### config.mk
export PLATFORM = sky130hd
export DESIGN_NAME = seven_seg_scanner
export DESIGN_NICKNAME = d
export VERILOG_FILES = /design/src/rtl/display_pkg.sv /design/src/rtl/binary_to_7seg.sv /design/src/rtl/seven_seg_scanner.sv
export SDC_FILE = /design/constraint.sdc
export NUM_CORES = 1
export LEC_CHECK = 0
export CAP_MARGIN = 5
export CORE_MARGIN = 2
export CORE_UTILIZATION = 28
export DETAILED_ROUTE_END_ITERATION = 6
export SLEW_MARGIN = 20
export SYNTH_ARGS = -nofsm -noshare
export SYNTH_HDL_FRONTEND = slang
export SYNTH_SLANG_ARGS = --single-unit
export TNS_END_PERCENT = 30
### constraint.sdc
create_clock -name clk -period 4.6 [get_ports clk]
set_clock_uncertainty 0.1 [all_clocks]
set_input_delay 0.92 -clock clk [delete_from_list [all_inputs] [get_ports clk]]
set_output_delay 0.92 -clock clk [all_outputs]
set_load 0.005 [all_outputs]
### src/rtl/display_pkg.sv
// Shared constants and helpers for the seven-segment display slice.
package display_pkg;

    // Largest digit count the scanner supports.
    localparam int MAX_DIGITS = 8;

    // All segments dark in the active-high internal form.
    localparam logic [6:0] SEG_OFF = 7'h00;

    // Clock cycles spent on each digit slot (integer division).
    function automatic int ticks_per_digit(input int clock_hz, input int refresh_hz, input int n);
        return clock_hz / (refresh_hz * n);
    endfunction

endpackage

### src/rtl/binary_to_7seg.sv
// Hex nibble to seven-segment pattern, segment order {g,f,e,d,c,b,a}.
module binary_to_7seg #(
    parameter bit COMMON_ANODE = 1'b0
) (
    input  logic [3:0] bin,
    output logic [6:0] seg
);

    logic [6:0] seg_hi;

    // Active-high segment pattern for each hex value.
    always_comb begin
        seg_hi = 7'h00;
        case (bin)
            4'h0: seg_hi = 7'h3F;
            4'h1: seg_hi = 7'h06;
            4'h2: seg_hi = 7'h5B;
            4'h3: seg_hi = 7'h4F;
            4'h4: seg_hi = 7'h66;
            4'h5: seg_hi = 7'h6D;
            4'h6: seg_hi = 7'h7D;
            4'h7: seg_hi = 7'h07;
            4'h8: seg_hi = 7'h7F;
            4'h9: seg_hi = 7'h6F;
            4'hA: seg_hi = 7'h77;
            4'hB: seg_hi = 7'h7C;
            4'hC: seg_hi = 7'h39;
            4'hD: seg_hi = 7'h5E;
            4'hE: seg_hi = 7'h79;
            default: seg_hi = 7'h71;
        endcase
    end

    assign seg = COMMON_ANODE ? ~seg_hi : seg_hi;

endmodule

### src/rtl/seven_seg_scanner.sv
// Time-multiplexed driver for 1..8 seven-segment digits. Inputs are
// shadowed at frame boundaries so a frame never mixes old and new values.
module seven_seg_scanner
    import display_pkg::*;
#(
    parameter bit COMMON_ANODE = 1'b1,
    parameter int NUM_DIGITS   = 8,
    parameter int CLOCK_HZ     = 50_000_000,
    parameter int REFRESH_HZ   = 1000,
    parameter int BRIGHT_W     = 4,
    parameter int BLINK_FRAMES = 250
) (
    input  logic                    clk,
    input  logic                    rstn,
    input  logic [4*NUM_DIGITS-1:0] digits,
    input  logic [NUM_DIGITS-1:0]   dp_in,
    input  logic [NUM_DIGITS-1:0]   blank_mask,
    input  logic [NUM_DIGITS-1:0]   blink_mask,
    input  logic                    lz_suppress,
    input  logic [BRIGHT_W-1:0]     brightness,
    output logic [6:0]              seg,
    output logic                    dp,
    output logic [NUM_DIGITS-1:0]   an,
    output logic                    frame_start
);

    localparam int T  = ticks_per_digit(CLOCK_HZ, REFRESH_HZ, NUM_DIGITS);
    localparam int TW = (T > 1) ? $clog2(T) : 1;
    localparam int IW = (NUM_DIGITS > 1) ? $clog2(NUM_DIGITS) : 1;
    localparam int FW = (BLINK_FRAMES > 1) ? $clog2(BLINK_FRAMES) : 1;

    // Pin-level "off" values; polarity is applied only at the output flops.
    localparam logic [6:0]            SEG_RST = COMMON_ANODE ? ~SEG_OFF : SEG_OFF;
    localparam logic                  DP_RST  = COMMON_ANODE;
    localparam logic [NUM_DIGITS-1:0] AN_RST  = COMMON_ANODE ? '1 : '0;

    generate
        if (T < 2) begin : g_bad_t
            $error("seven_seg_scanner: ticks per digit must be at least 2");
        end
        if (NUM_DIGITS < 1 || NUM_DIGITS > MAX_DIGITS) begin : g_bad_n
            $error("seven_seg_scanner: NUM_DIGITS out of range");
        end
    endgenerate

    // Scan position and frame bookkeeping.
    logic [TW-1:0] tick_q, tick_d;
    logic [IW-1:0] idx_q, idx_d;
    logic          init_q, init_d;
    logic [FW-1:0] frame_cnt_q, frame_cnt_d;
    logic          blink_off_q, blink_off_d;

    // Shadowed inputs, stable for a whole frame.
    logic [4*NUM_DIGITS-1:0] sh_digits_q, sh_digits_d;
    logic [NUM_DIGITS-1:0]   sh_dp_q, sh_dp_d;
    logic [NUM_DIGITS-1:0]   sh_blank_q, sh_blank_d;
    logic [NUM_DIGITS-1:0]   sh_blink_q, sh_blink_d;
    logic [NUM_DIGITS-1:0]   lz_mask_q, lz_mask_d;
    logic [TW-1:0]           on_ticks_q, on_ticks_d;

    // Output registers, held in pin polarity.
    logic [6:0]            seg_q, seg_d;
    logic                  dp_out_q, dp_out_d;
    logic [NUM_DIGITS-1:0] an_q, an_d;
    logic                  frame_start_q, frame_start_d;

    logic       frame_end;
    logic       capture;
    logic [3:0] nibble;
    logic [6:0] seg_code;

    assign frame_end = (tick_q == TW'(T - 1)) && (idx_q == IW'(NUM_DIGITS - 1));
    assign capture   = init_q || frame_end;
    assign nibble    = sh_digits_q[{idx_q, 2'b00} +: 4];

    binary_to_7seg #(
        .COMMON_ANODE(1'b0)
    ) u_dec (
        .bin(nibble),
        .seg(seg_code)
    );

    // Scan counters, frame/blink tracking and frame-boundary input capture.
    always_comb begin
        logic all_zero;
        int   on_calc;
        tick_d      = (tick_q == TW'(T - 1)) ? '0 : tick_q + 1'b1;
        idx_d       = idx_q;
        if (tick_q == TW'(T - 1)) begin
            idx_d = (idx_q == IW'(NUM_DIGITS - 1)) ? '0 : idx_q + 1'b1;
        end
        init_d      = 1'b0;
        frame_cnt_d = frame_cnt_q;
        blink_off_d = blink_off_q;
        if (frame_end) begin
            if (frame_cnt_q == FW'(BLINK_FRAMES - 1)) begin
                frame_cnt_d = '0;
                blink_off_d = ~blink_off_q;
            end else begin
                frame_cnt_d = frame_cnt_q + 1'b1;
            end
        end
        sh_digits_d = sh_digits_q;
        sh_dp_d     = sh_dp_q;
        sh_blank_d  = sh_blank_q;
        sh_blink_d  = sh_blink_q;
        lz_mask_d   = lz_mask_q;
        on_ticks_d  = on_ticks_q;
        all_zero    = 1'b1;
        on_calc     = ((int'(brightness) + 1) * (T - 1)) >>> BRIGHT_W;
        if (capture) begin
            sh_digits_d = digits;
            sh_dp_d     = dp_in;
            sh_blank_d  = blank_mask;
            sh_blink_d  = blink_mask;
            on_ticks_d  = TW'(on_calc);
            // Walk from the leftmost digit; a digit is a leading zero while
            // it and everything to its left are zero. Digit 0 always shows.
            for (int k = NUM_DIGITS - 1; k >= 0; k--) begin
                all_zero     = all_zero && (digits[4*k +: 4] == 4'h0);
                lz_mask_d[k] = lz_suppress && (k >= 1) && all_zero;
            end
        end
    end

    // Next values of the pins: dead cycle 0, PWM window, blank and blink gating.
    always_comb begin
        logic                  lit;
        logic [6:0]            seg_hi;
        logic [NUM_DIGITS-1:0] an_hi;
        lit = (tick_q != '0) && (tick_q <= on_ticks_q) && !sh_blank_q[idx_q]
              && !(blink_off_q && sh_blink_q[idx_q]);
        seg_hi = (lit && !lz_mask_q[idx_q]) ? seg_code : SEG_OFF;
        an_hi  = '0;
        for (int k = 0; k < NUM_DIGITS; k++) begin
            an_hi[k] = lit && (idx_q == IW'(k));
        end
        seg_d         = COMMON_ANODE ? ~seg_hi : seg_hi;
        dp_out_d      = COMMON_ANODE ? ~(lit && sh_dp_q[idx_q]) : (lit && sh_dp_q[idx_q]);
        an_d          = COMMON_ANODE ? ~an_hi : an_hi;
        frame_start_d = (tick_q == '0) && (idx_q == '0);
    end

    // All state, with asynchronous active-low reset.
    always_ff @(posedge clk or negedge rstn) begin
        if (!rstn) begin
            tick_q        <= '0;
            idx_q         <= '0;
            init_q        <= 1'b1;
            frame_cnt_q   <= '0;
            blink_off_q   <= 1'b0;
            sh_digits_q   <= '0;
            sh_dp_q       <= '0;
            sh_blank_q    <= '0;
            sh_blink_q    <= '0;
            lz_mask_q     <= '0;
            on_ticks_q    <= '0;
            seg_q         <= SEG_RST;
            dp_out_q      <= DP_RST;
            an_q          <= AN_RST;
            frame_start_q <= 1'b0;
        end else begin
            tick_q        <= tick_d;
            idx_q         <= idx_d;
            init_q        <= init_d;
            frame_cnt_q   <= frame_cnt_d;
            blink_off_q   <= blink_off_d;
            sh_digits_q   <= sh_digits_d;
            sh_dp_q       <= sh_dp_d;
            sh_blank_q    <= sh_blank_d;
            sh_blink_q    <= sh_blink_d;
            lz_mask_q     <= lz_mask_d;
            on_ticks_q    <= on_ticks_d;
            seg_q         <= seg_d;
            dp_out_q      <= dp_out_d;
            an_q          <= an_d;
            frame_start_q <= frame_start_d;
        end
    end

    assign seg         = seg_q;
    assign dp          = dp_out_q;
    assign an          = an_q;
    assign frame_start = frame_start_q;

endmodule

==> flow_metrics.env, run 1 <==
export IMPL_synth_area_leaders="dfrtp_1 38%, ha_1 11%, nand2_1 7.5%"
export IMPL_power_density_mw_per_mm2=349
export IMPL_synth_net_count=761
export IMPL_critical_path_slowest_cell="clkdlybuf4s50_1"
export IMPL_diodes=0
export IMPL_postSynthAreaPerCell_sq_um=10.4
export IMPL_period_share_pct=90.3
export IMPL_hold_buffers=0
export IMPL_ir_drop_uv=283
export IMPL_postSynthCellCount=637
export IMPL_fin_util_pct=35.9
export IMPL_fillers=2391
export IMPL_min_path_type="flop to flop"
export IMPL_grt_max_degree=67
export IMPL_power_switching_w=0.000748
export IMPL_finalSetupTns_ns=0
export IMPL_dp_cells=1024
export IMPL_run_status="finished, final reports clean"
export IMPL_finalHoldViolCount=0
export IMPL_drc=0
export IMPL_ys_seq_area_share_pct=45.1
export IMPL_cp_end_kind="flop"
export IMPL_finalNonFillerCells=1056
export IMPL_required_ns=4.83
export IMPL_num_vias=4993
export IMPL_synth_cell_types=58
export IMPL_pwr_share_clk_pct=41.9
export IMPL_synth_seq_cells=119
export IMPL_grt_setup_unrepaired="false"
export IMPL_slowest_delay_ns=0.54
export IMPL_grt_util_all_layers_pct=13.0
export IMPL_syn_to_final_growth_pct=26.2
export IMPL_floorplan_die_area_sq_mm=0.0250
export IMPL_placed_area_sq_mm=0.00784
export IMPL_cts_sinks=119
export IMPL_rows=56
export IMPL_ant_nets=0
export IMPL_p_int_w=0.00218
export IMPL_drive_gt1_share_pct=12.8
export IMPL_post_drt_via_cell_ratio=4.73
export IMPL_nNetsFinal=848
export IMPL_layout_commonest_cell="nand2_1"
export IMPL_crit_fanout=6
export IMPL_crit_top_cell="ha_1"
export IMPL_startpoint_type="input pin"
export IMPL_grt_pass1_wl_um=25300
export IMPL_yosysTopAreaCell="dfrtp_1"
export IMPL_worst_slack_ns=0.444
export IMPL_wl_met3_um=520
export IMPL_cts_inserted_buffers=17
export IMPL_cts_root_buffer="clkbuf_16"
export IMPL_wl_um=15400
export IMPL_cts_repair_resized=0
export IMPL_port_buffers=79
export IMPL_synth_flop_cell="dfrtp_1"
export IMPL_crit_family="adder cells"
export IMPL_synth_top_area_share_pct=38.4
export IMPL_core_sq_mm=0.0234
export IMPL_die_x_um=158
export IMPL_clk_pin_slew_ns=0.05
export IMPL_crit_type="input pin to flop"
export IMPL_cts_max_level=4
export IMPL_routed_wl_met2_um=7190
export IMPL_netlist_area_sq_mm=0.00665
export IMPL_max_cap_viol_count=0
export IMPL_swShare_pct=25.5
export IMPL_worstPathArrival_ns=4.38
export IMPL_antenna_found_initial=0
export IMPL_clockBufferDepth=2
export IMPL_maxSlewViolCount=0
export IMPL_power_frac_comb_pct=17.5
export IMPL_cts_tree="yes"
export IMPL_insertion_delay_ns=0.41
export IMPL_worstMarginPinSlew_ns=0.973
export IMPL_post_cts_setup_buffers=0
export IMPL_cp_num_buf_inv=1
export IMPL_relSlewSlack_pct=33.3
export IMPL_start_util_pct=28.4
export IMPL_first_pass_iters=5
export IMPL_dp_slack_ns=0.00323
export IMPL_p_leak_nw=3.77
export IMPL_ioPinCount=80
export IMPL_top_layer_used="met4"
export IMPL_drt_met1_wl_um=7460
export IMPL_die_y_um=158
export IMPL_synth_warning_count=0
export IMPL_synth_edff_count=0
export IMPL_fin_crit_ns=4.16
export IMPL_fmax_mhz=241
export IMPL_gp_congestion=0.760
export IMPL_final_area_sq_mm=0.00839
export IMPL_place_hpwl_um=11700
export IMPL_grt_pass1_vias=4982
export IMPL_drt_iter0_drc=268
export IMPL_wl_per_cell_um=14.6
export IMPL_power_frac_seq_pct=40.6
export IMPL_grt_overflow=0
export IMPL_async_flop_share_pct=100
export IMPL_layout_common_cells="132 x nand2_1, 102 x dfrtp_1, 78 x clkdlybuf4s50_1, 61 x ha_1, 32 x nand3_1"
export IMPL_crit_chain="clkdlybuf4s50_1, ha_1, xor2_1, ha_1, ha_1, ha_1, ha_1, a21oi_1, o21ai_0, a311oi_1, mux2_2, o211ai_1"
export IMPL_finalSetupViolCount=0
-- routing by layer --
layer | up-vias | global-route usage [%]
met5 | - | 0
met4 | 0 | 4.89
met3 | 15 | 2.93
met2 | 70 | 20.4
met1 | 2473 | 17.5
li1 | 2435 | -
-- cells by family (layout without fill, tap and decap cells) --
kind of cell	after synthesis	in the layout	share of synthesized area, %
compound gates	84	84	8.07
xor+xnor	24	24	3.16
fa+ha+maj	61	61	11.5
buf+inv	53	153	3.46
flops	119	119	45.1
mux	56	56	11.8
other cells	1	1	0.0564
simple gates	239	239	16.9
-- cells in the mapped netlist, types with 3 or more instances --
library cell / instances
o41ai_1: 3
clkbuf_1: 8
mux2_1: 19
buf_4: 5
inv_1: 27
nor3_1: 5
o21ai_0: 29
xnor2_1: 12
nor2_1: 18
mux2i_1: 11
buf_2: 10
dfstp_2: 17
o31ai_1: 3
or4_1: 4
a21o_1: 4
mux2_2: 11
xor2_1: 12
nor2b_1: 6
o22a_1: 3
nand3_1: 32
a31oi_1: 3
a211oi_1: 4
a21oi_1: 17
nand2_1: 132
mux4_2: 15
o211ai_1: 5
nor3b_1: 3
dfrtp_1: 102
nor4_1: 6
nand4_1: 13
ha_1: 61
and3_1: 5
-- flip-flops by register name, summed over array words and instances, names as in the netlist, 8 cells and up --
register and flops:
tick_q 13, an 8, on_ticks_q 13, sh_blank_q 8, sh_dp_q 8, sh_blink_q 8
sh_digits_q 32, frame_cnt_q 8
-- tightest hold or removal path, stage by stage, from the launching register on --
cell and delay, ns:
dfrtp_1 0.33, nand2_1 0.05, nand2_1 0.05
-- per-stage QoR --
| stage | power, W | hold slack [ns] |
|---|---|---|
| detailed placement | 0.00172 | 0.350 |
| finish | 0.00293 | 0.358 |
| floorplan | 0.00151 | 0.333 |
| global placement | 0.00171 | 0.344 |
| CTS | 0.00297 | 0.362 |
| global route | 0.00309 | 0.383 |
-- power by group through the flow --
stage | sequential [W] | clock (W) | combinational (W)
6_report | 0.00119 | 0.00123 | 0.000513
5_1_grt | 0.00120 | 0.00130 | 0.000587
4_1_cts | 0.00119 | 0.00125 | 0.000521
3_5_place_dp | 0.00121 | 0 | 0.000516
3_3_place_gp | 0.00121 | 0 | 0.000508
2_1_floorplan | 0.00119 | 0 | 0.000320
-- worst paths after layout --
kind                                           start                          to  slack [ns]  depth (start not counted)
max                                    brightness[1]   on_ticks_q[7]$_DFFE_PN0P_        0.44                         12
min reg2reg                sh_blank_q[6]$_DFFE_PN0P_   sh_blank_q[6]$_DFFE_PN0P_        0.36                          2
max in group asynchronous                       rstn            seg[2]$_DFF_PN1_        3.10                          2
min                        sh_blank_q[6]$_DFFE_PN0P_   sh_blank_q[6]$_DFFE_PN0P_        0.36                          2
min in group asynchronous                       rstn  on_ticks_q[10]$_DFFE_PN0P_        0.45                          1
max reg2reg                     idx_q[0]$_DFFE_PN0N_  sh_digits_q[1]$_DFFE_PN0P_        1.43                          9
-- area by class of cell --
| cell class | instances | area [sq um] | share of cell area [%] |
|---|---|---|---|
| Multi-Input combinational cell | 465 | 3440 | 40.9 |
| Sequential cell | 119 | 3000 | 35.7 |
| Timing Repair Buffer | 91 | 891 | 10.6 |
| Clock buffer | 29 | 541 | 6.44 |
| Tap cell | 319 | 399 | 4.76 |
| Inverter | 30 | 113 | 1.34 |
| Clock inverter | 3 | 15.0 | 0.179 |
Note: power is estimated with default switching activity, not from simulation.
==> run 2: changes to the inputs <==
==> constraint.sdc (replaced) <==
create_clock -name clk -period 3.5 [get_ports clk]
set_clock_uncertainty 0.1 [all_clocks]
set_input_delay 0.7 -clock clk [delete_from_list [all_inputs] [get_ports clk]]
set_output_delay 0.7 -clock clk [all_outputs]
set_load 0.005 [all_outputs]
==> flow_metrics.env, run 2 (synthesis gave the netlist of run 1 again) <==
export IMPL_die_y_um=158
export IMPL_drt_iter0_drc=278
export IMPL_top_register="sh_digits_q"
export IMPL_ant_nets=0
export IMPL_register_area_sq_mm=0.00300
export IMPL_die_x_um=158
export IMPL_startpoint="brightness[0]"
export IMPL_post_drt_via_cell_ratio=4.61
export IMPL_finalNonFillerCells=1094
export IMPL_routed_wl_met2_um=7490
export IMPL_worstReg2RegEnd="seg[6]$_DFF_PN1_"
export IMPL_drc=0
export IMPL_worstMarginPinSlew_ns=0.715
export IMPL_fin_crit_ns=3.36
export IMPL_gp_congestion=0.836
export IMPL_grt_pass1_wl_um=26200
export IMPL_wl_per_cell_um=14.6
export IMPL_worstPathArrival_ns=3.53
export IMPL_grt_pass1_vias=5117
export IMPL_layout_commonest_cell="nand2_1"
export IMPL_fin_util_pct=38.0
export IMPL_max_cap_viol_count=0
export IMPL_clk_pin_slew_ns=0.06
export IMPL_start_util_pct=28.4
export IMPL_floorplan_die_area_sq_mm=0.0250
export IMPL_power_density_mw_per_mm2=489
export IMPL_fillers=2331
export IMPL_layout_common_cells="132 x nand2_1, 102 x dfrtp_1, 75 x clkdlybuf4s50_1, 56 x ha_1, 50 x buf_4"
export IMPL_grt_setup_unrepaired="false"
export IMPL_grt_max_degree=46
export IMPL_clockBufferDepth=2
export IMPL_relSlewSlack_pct=52.3
export IMPL_top_layer_used="met4"
export IMPL_r2r_setup_slack_ns=0.63
export IMPL_cts_sinks=119
export IMPL_startpoint_type="input pin"
export IMPL_maxSlewViolCount=0
export IMPL_dp_slack_ns=-0.661
export IMPL_rows=56
export IMPL_core_sq_mm=0.0234
export IMPL_dp_cells=1060
export IMPL_drt_met1_wl_um=7570
export IMPL_cp_end_kind="flop"
export IMPL_largest_register_ffs=32
export IMPL_r2r_cells=7
export IMPL_run_status="finished, final reports clean"
export IMPL_cts_tree="yes"
export IMPL_drive_gt1_share_pct=19.4
export IMPL_crit_type="input pin to flop"
export IMPL_antenna_found_initial=0
export IMPL_crit_fanout=5
export IMPL_place_hpwl_um=12000
export IMPL_p_leak_nw=4.03
export IMPL_first_pass_iters=4
export IMPL_multi_input_area_sq_mm=0.00353
export IMPL_finalHoldViolCount=0
export IMPL_wl_met3_um=595
export IMPL_grt_util_all_layers_pct=13.5
export IMPL_final_area_sq_mm=0.00889
export IMPL_ir_drop_uv=335
export IMPL_required_ns=3.68
export IMPL_worst_slack_ns=0.143
export IMPL_r2r_start="idx_q[0]$_DFFE_PN0N_"
export IMPL_ioPinCount=80
export IMPL_period_share_pct=95.9
export IMPL_nNetsFinal=886
export IMPL_cts_root_buffer="clkbuf_16"
export IMPL_grt_overflow=0
export IMPL_cts_inserted_buffers=17
export IMPL_insertion_delay_ns=0.42
export IMPL_placed_area_sq_mm=0.00815
export IMPL_min_path_type="input pin to async pin"
export IMPL_port_buffers=79
export IMPL_syn_to_final_growth_pct=33.7
export IMPL_endpoint="on_ticks_q[10]$_DFFE_PN0P_"
export IMPL_diodes=0
export IMPL_fmax_mhz=298
export IMPL_largestRegisters="sh_digits_q: 32 flops, on_ticks_q: 13 flops, tick_q: 13 flops"
export IMPL_wl_um=15900
export IMPL_num_vias=5039
export IMPL_finalSetupViolCount=0
export IMPL_cts_max_level=4
==> run 2: cell types whose count changed in the layout (fill, tap and decap cells not counted), moves of 3 or more <==
cell	delta
ha_1	-5
inv_6	+4
bufinv_16	+5
ha_4	+4
buf_4	+38
clkbuf_8	-4
clkdlybuf4s50_1	-3
clkinv_2	-3
clkbuf_1	-5
==> run 2: final cells by class <==
cell class / count / share of cell area, %
flip-flops and latches: 119 / 33.7
clock buffers: 20 / 5.25
repair buffers: 129 / 13.2
clock inverters: 12 / 2.36
multi-input cells: 465 / 39.7
inverters: 30 / 1.27
well taps: 319 / 4.49
==> run 2: layer usage <==
layer  vias to the layer above  track usage (%)
met3                        14             2.85
met5                         -                0
met1                      2443             18.5
met2                        73             21.0
li1                       2509                -
met4                         0             5.23
==> run 2: timing repair <==
| item | in CTS | in global routing |
|---|---|---|
| resized for setup | 10 | 3 |
| pin swaps | 4 | 5 |
| setup buffers | 2 | 0 |
| hold buffers | 0 | 0 |
| endpoints found under the setup margin | 5 | 5 |
==> run 2: worst min path at each step <==
stage                                 end  slack (ns)  cells past startpoint                       from
2_1_floorplan     blink_off_q$_DFFE_PN0P_        0.30                      0                       rstn
3_3_place_gp    sh_blank_q[6]$_DFFE_PN0P_        0.34                      2  sh_blank_q[6]$_DFFE_PN0P_
3_5_place_dp       sh_dp_q[4]$_DFFE_PN0P_        0.35                      2     sh_dp_q[4]$_DFFE_PN0P_
4_1_cts               tick_q[0]$_DFF_PN0_        0.21                      1                       rstn
5_1_grt        frame_cnt_q[4]$_DFFE_PN0P_        0.23                      1                       rstn
6_report              tick_q[0]$_DFF_PN0_        0.19                      1                       rstn
==> run 2: worst max-delay path, stage by stage <==
cell and delay [ns]:
dlygate4sd2_1 0.28, ha_2 0.22, and3_2 0.23, ha_1 0.30
ha_1 0.32, ha_1 0.34, ha_4 0.27, a21oi_2 0.13
o211ai_1 0.14, a311oi_1 0.34, xor2_1 0.16, o21ai_0 0.09
==> run 2: where the power goes <==
part | internal (W) | switching, W
combinational | 0.000418 | 0.000380
clock | 0.00133 | 0.000658
sequential | 0.00151 | 0.0000569
==> run 2: per-stage QoR <==
stage	TNS (ns)	hold WS [ns]	power, W
after global routing	0	0.227	0.00457
after global placement	-3.17	0.345	0.00235
final	0	0.191	0.00435
after floorplan	0	0.304	0.00201
after CTS	0	0.214	0.00439
after detailed placement	-3.55	0.355	0.00236
==> run 3: changes to the inputs <==
--- a/config.mk
+++ b/config.mk
@@ -13,4 +13,4 @@
 export SYNTH_ARGS = -nofsm -noshare
 export SYNTH_HDL_FRONTEND = slang
 export SYNTH_SLANG_ARGS = --single-unit
-export TNS_END_PERCENT = 30
+export TNS_END_PERCENT = 50
==> flow_metrics.env, run 3 (synthesis gave the netlist of run 1 again) <==
export IMPL_cts_sinks=119
export IMPL_pwr_share_clk_pct=45.7
export IMPL_worstReg2RegEnd="seg[6]$_DFF_PN1_"
export IMPL_gp_congestion=0.836
export IMPL_finalHoldViolCount=0
export IMPL_grt_pass1_vias=5100
export IMPL_insertion_delay_ns=0.42
export IMPL_drt_iter0_drc=265
export IMPL_swShare_pct=25.0
export IMPL_finalSetupViolCount=0
export IMPL_port_buffers=79
export IMPL_period_share_pct=95.9
export IMPL_p_int_w=0.00325
export IMPL_first_pass_iters=4
export IMPL_critical_path_slowest_cell="clkdlybuf4s50_1"
export IMPL_start_util_pct=28.4
export IMPL_fillers=2333
export IMPL_largest_register_ffs=32
export IMPL_min_path_type="input pin to async pin"
export IMPL_top_register="sh_digits_q"
export IMPL_worstPathArrival_ns=3.61
export IMPL_largestRegisters="sh_digits_q: 32 flops, on_ticks_q: 13 flops, tick_q: 13 flops"
export IMPL_fmax_mhz=298
export IMPL_diodes=0
export IMPL_antenna_found_initial=0
export IMPL_grt_pass1_wl_um=26100
export IMPL_relSlewSlack_pct=52.4
export IMPL_p_leak_nw=4.02
export IMPL_startpoint_type="input pin"
export IMPL_layout_commonest_cell="nand2_1"
export IMPL_post_drt_via_cell_ratio=4.64
export IMPL_die_y_um=158
export IMPL_clockBufferDepth=2
export IMPL_nNetsFinal=886
export IMPL_power_frac_comb_pct=18.2
export IMPL_wl_um=15900
export IMPL_cts_tree="yes"
export IMPL_worstMarginPinSlew_ns=0.714
export IMPL_cts_inserted_buffers=17
export IMPL_cp_end_kind="flop"
export IMPL_drive_gt1_share_pct=19.2
export IMPL_ir_drop_uv=331
export IMPL_grt_max_degree=46
export IMPL_grt_util_all_layers_pct=13.5
export IMPL_die_x_um=158
export IMPL_ioPinCount=80
export IMPL_place_hpwl_um=12000
export IMPL_core_sq_mm=0.0234
export IMPL_maxSlewViolCount=0
export IMPL_required_ns=3.75
export IMPL_p_total_w=0.00434
export IMPL_power_frac_seq_pct=36.1
export IMPL_rows=56
export IMPL_clk_pin_slew_ns=0.06
export IMPL_num_vias=5071
export IMPL_ant_nets=0
export IMPL_max_cap_viol_count=0
export IMPL_slowest_delay_ns=0.54
export IMPL_cp_num_buf_inv=3
export IMPL_timing_hold_ws_ns=0.194
export IMPL_r2r_cells=7
export IMPL_run_status="finished, final reports clean"
export IMPL_crit_family="adder cells"
export IMPL_crit_chain="clkdlybuf4s50_1, and3_2, ha_1, ha_1, ha_1, ha_4, inv_1, o21ai_0, a311oi_2, buf_4, a2111o_1, nand3_1"
export IMPL_floorplan_die_area_sq_mm=0.0250
export IMPL_wl_per_cell_um=14.5
export IMPL_crit_fanout=5
export IMPL_r2r_start="idx_q[0]$_DFFE_PN0N_"
export IMPL_grt_setup_unrepaired="false"
export IMPL_crit_type="input pin to flop"
export IMPL_drc=0
export IMPL_cts_max_level=4
export IMPL_power_switching_w=0.00109
export IMPL_layout_common_cells="132 x nand2_1, 102 x dfrtp_1, 75 x clkdlybuf4s50_1, 57 x ha_1, 50 x buf_4"
export IMPL_cts_root_buffer="clkbuf_16"
export IMPL_power_density_mw_per_mm2=489
export IMPL_crit_top_cell="ha_1"
export IMPL_syn_to_final_growth_pct=33.5
export IMPL_grt_overflow=0
export IMPL_r2r_setup_slack_ns=0.62
export IMPL_fin_crit_ns=3.36
## run 3: cell types whose count changed in the layout (fill, tap and decap cells not counted), sizes merged
cell	change
dlygate4sd2	+1
dlymetal6s2s	-1
## run 3: through the flow
| stage | instance area [sq um] | util (%) | cells | worst slack, ns | TNS (ns) |
|---|---|---|---|---|---|
| floorplan | 6690 | - | 637 | 0.0562 | 0 |
| global placement | 8150 | 34.8 | 1060 | -0.570 | -3.17 |
| detailed placement | 8150 | 34.8 | 1060 | -0.661 | -3.55 |
| CTS | 8870 | 37.9 | 1094 | 0.134 | 0 |
| global route | 8880 | 37.9 | 1094 | 0.00225 | 0 |
| finish | 8880 | 37.9 | 1094 | 0.142 | 0 |
## run 3: worst max-delay path by stage
stage / start / end / slack [ns] / depth (start not counted)
finish: brightness[3] / on_ticks_q[11]$_DFFE_PN0P_ / 0.14 / 12
global route: brightness[0] / on_ticks_q[11]$_DFFE_PN0P_ / 0.002 / 13
CTS: brightness[3] / on_ticks_q[7]$_DFFE_PN0P_ / 0.13 / 11
detailed placement: brightness[0] / on_ticks_q[10]$_DFFE_PN0P_ / -0.66 / 12
global placement: brightness[0] / on_ticks_q[10]$_DFFE_PN0P_ / -0.57 / 12
floorplan: brightness[0] / on_ticks_q[7]$_DFFE_PN0P_ / 0.06 / 10
## run 3: metal layers
metal | track usage [%] | wire length (um) | vias up
li1 | - | - | 2510
met1 | 18.4 | 7520 | 2472
met2 | 20.9 | 7430 | 73
met3 | 2.90 | 622 | 16
met4 | 5.23 | 286 | 0
met5 | 0 | 0 | -
## run 3: worst register-to-register path, stage by stage, from the launching register on
cell     delay, ns
dfrtp_1       0.80
mux4_2        0.63
mux2i_1       0.43
inv_1         0.19
ha_1          0.27
mux2i_1       0.14
o22a_1        0.16
nand3_1       0.08
## run 3: cell type report
| class | instances | area, sq um | area share [%] |
|---|---|---|---|
| repair buffers | 129 | 1170 | 13.2 |
| inverters | 30 | 113 | 1.27 |
| multi-input cells | 465 | 3520 | 39.6 |
| clock buffers | 20 | 467 | 5.26 |
| well taps | 319 | 399 | 4.50 |
| flip-flops and latches | 119 | 3000 | 33.8 |
| clock inverters | 12 | 210 | 2.37 |
## run 3: power groups by stage
| stage | combinational (W) | sequential (W) | clock, W |
|---|---|---|---|
| after floorplan | 0.000444 | 0.00157 | 0 |
| after global placement | 0.000766 | 0.00159 | 0 |
| after detailed placement | 0.000776 | 0.00159 | 0 |
| after CTS | 0.000801 | 0.00157 | 0.00202 |
| after global routing | 0.000889 | 0.00158 | 0.00209 |
| final | 0.000790 | 0.00157 | 0.00198 |
## run 3: what timing repair did
item,in CTS,in global routing
setup buffers,2,0
hold buffers,0,0
endpoints found under the setup margin,5,3
resized for setup,10,1
pin swaps,4,1
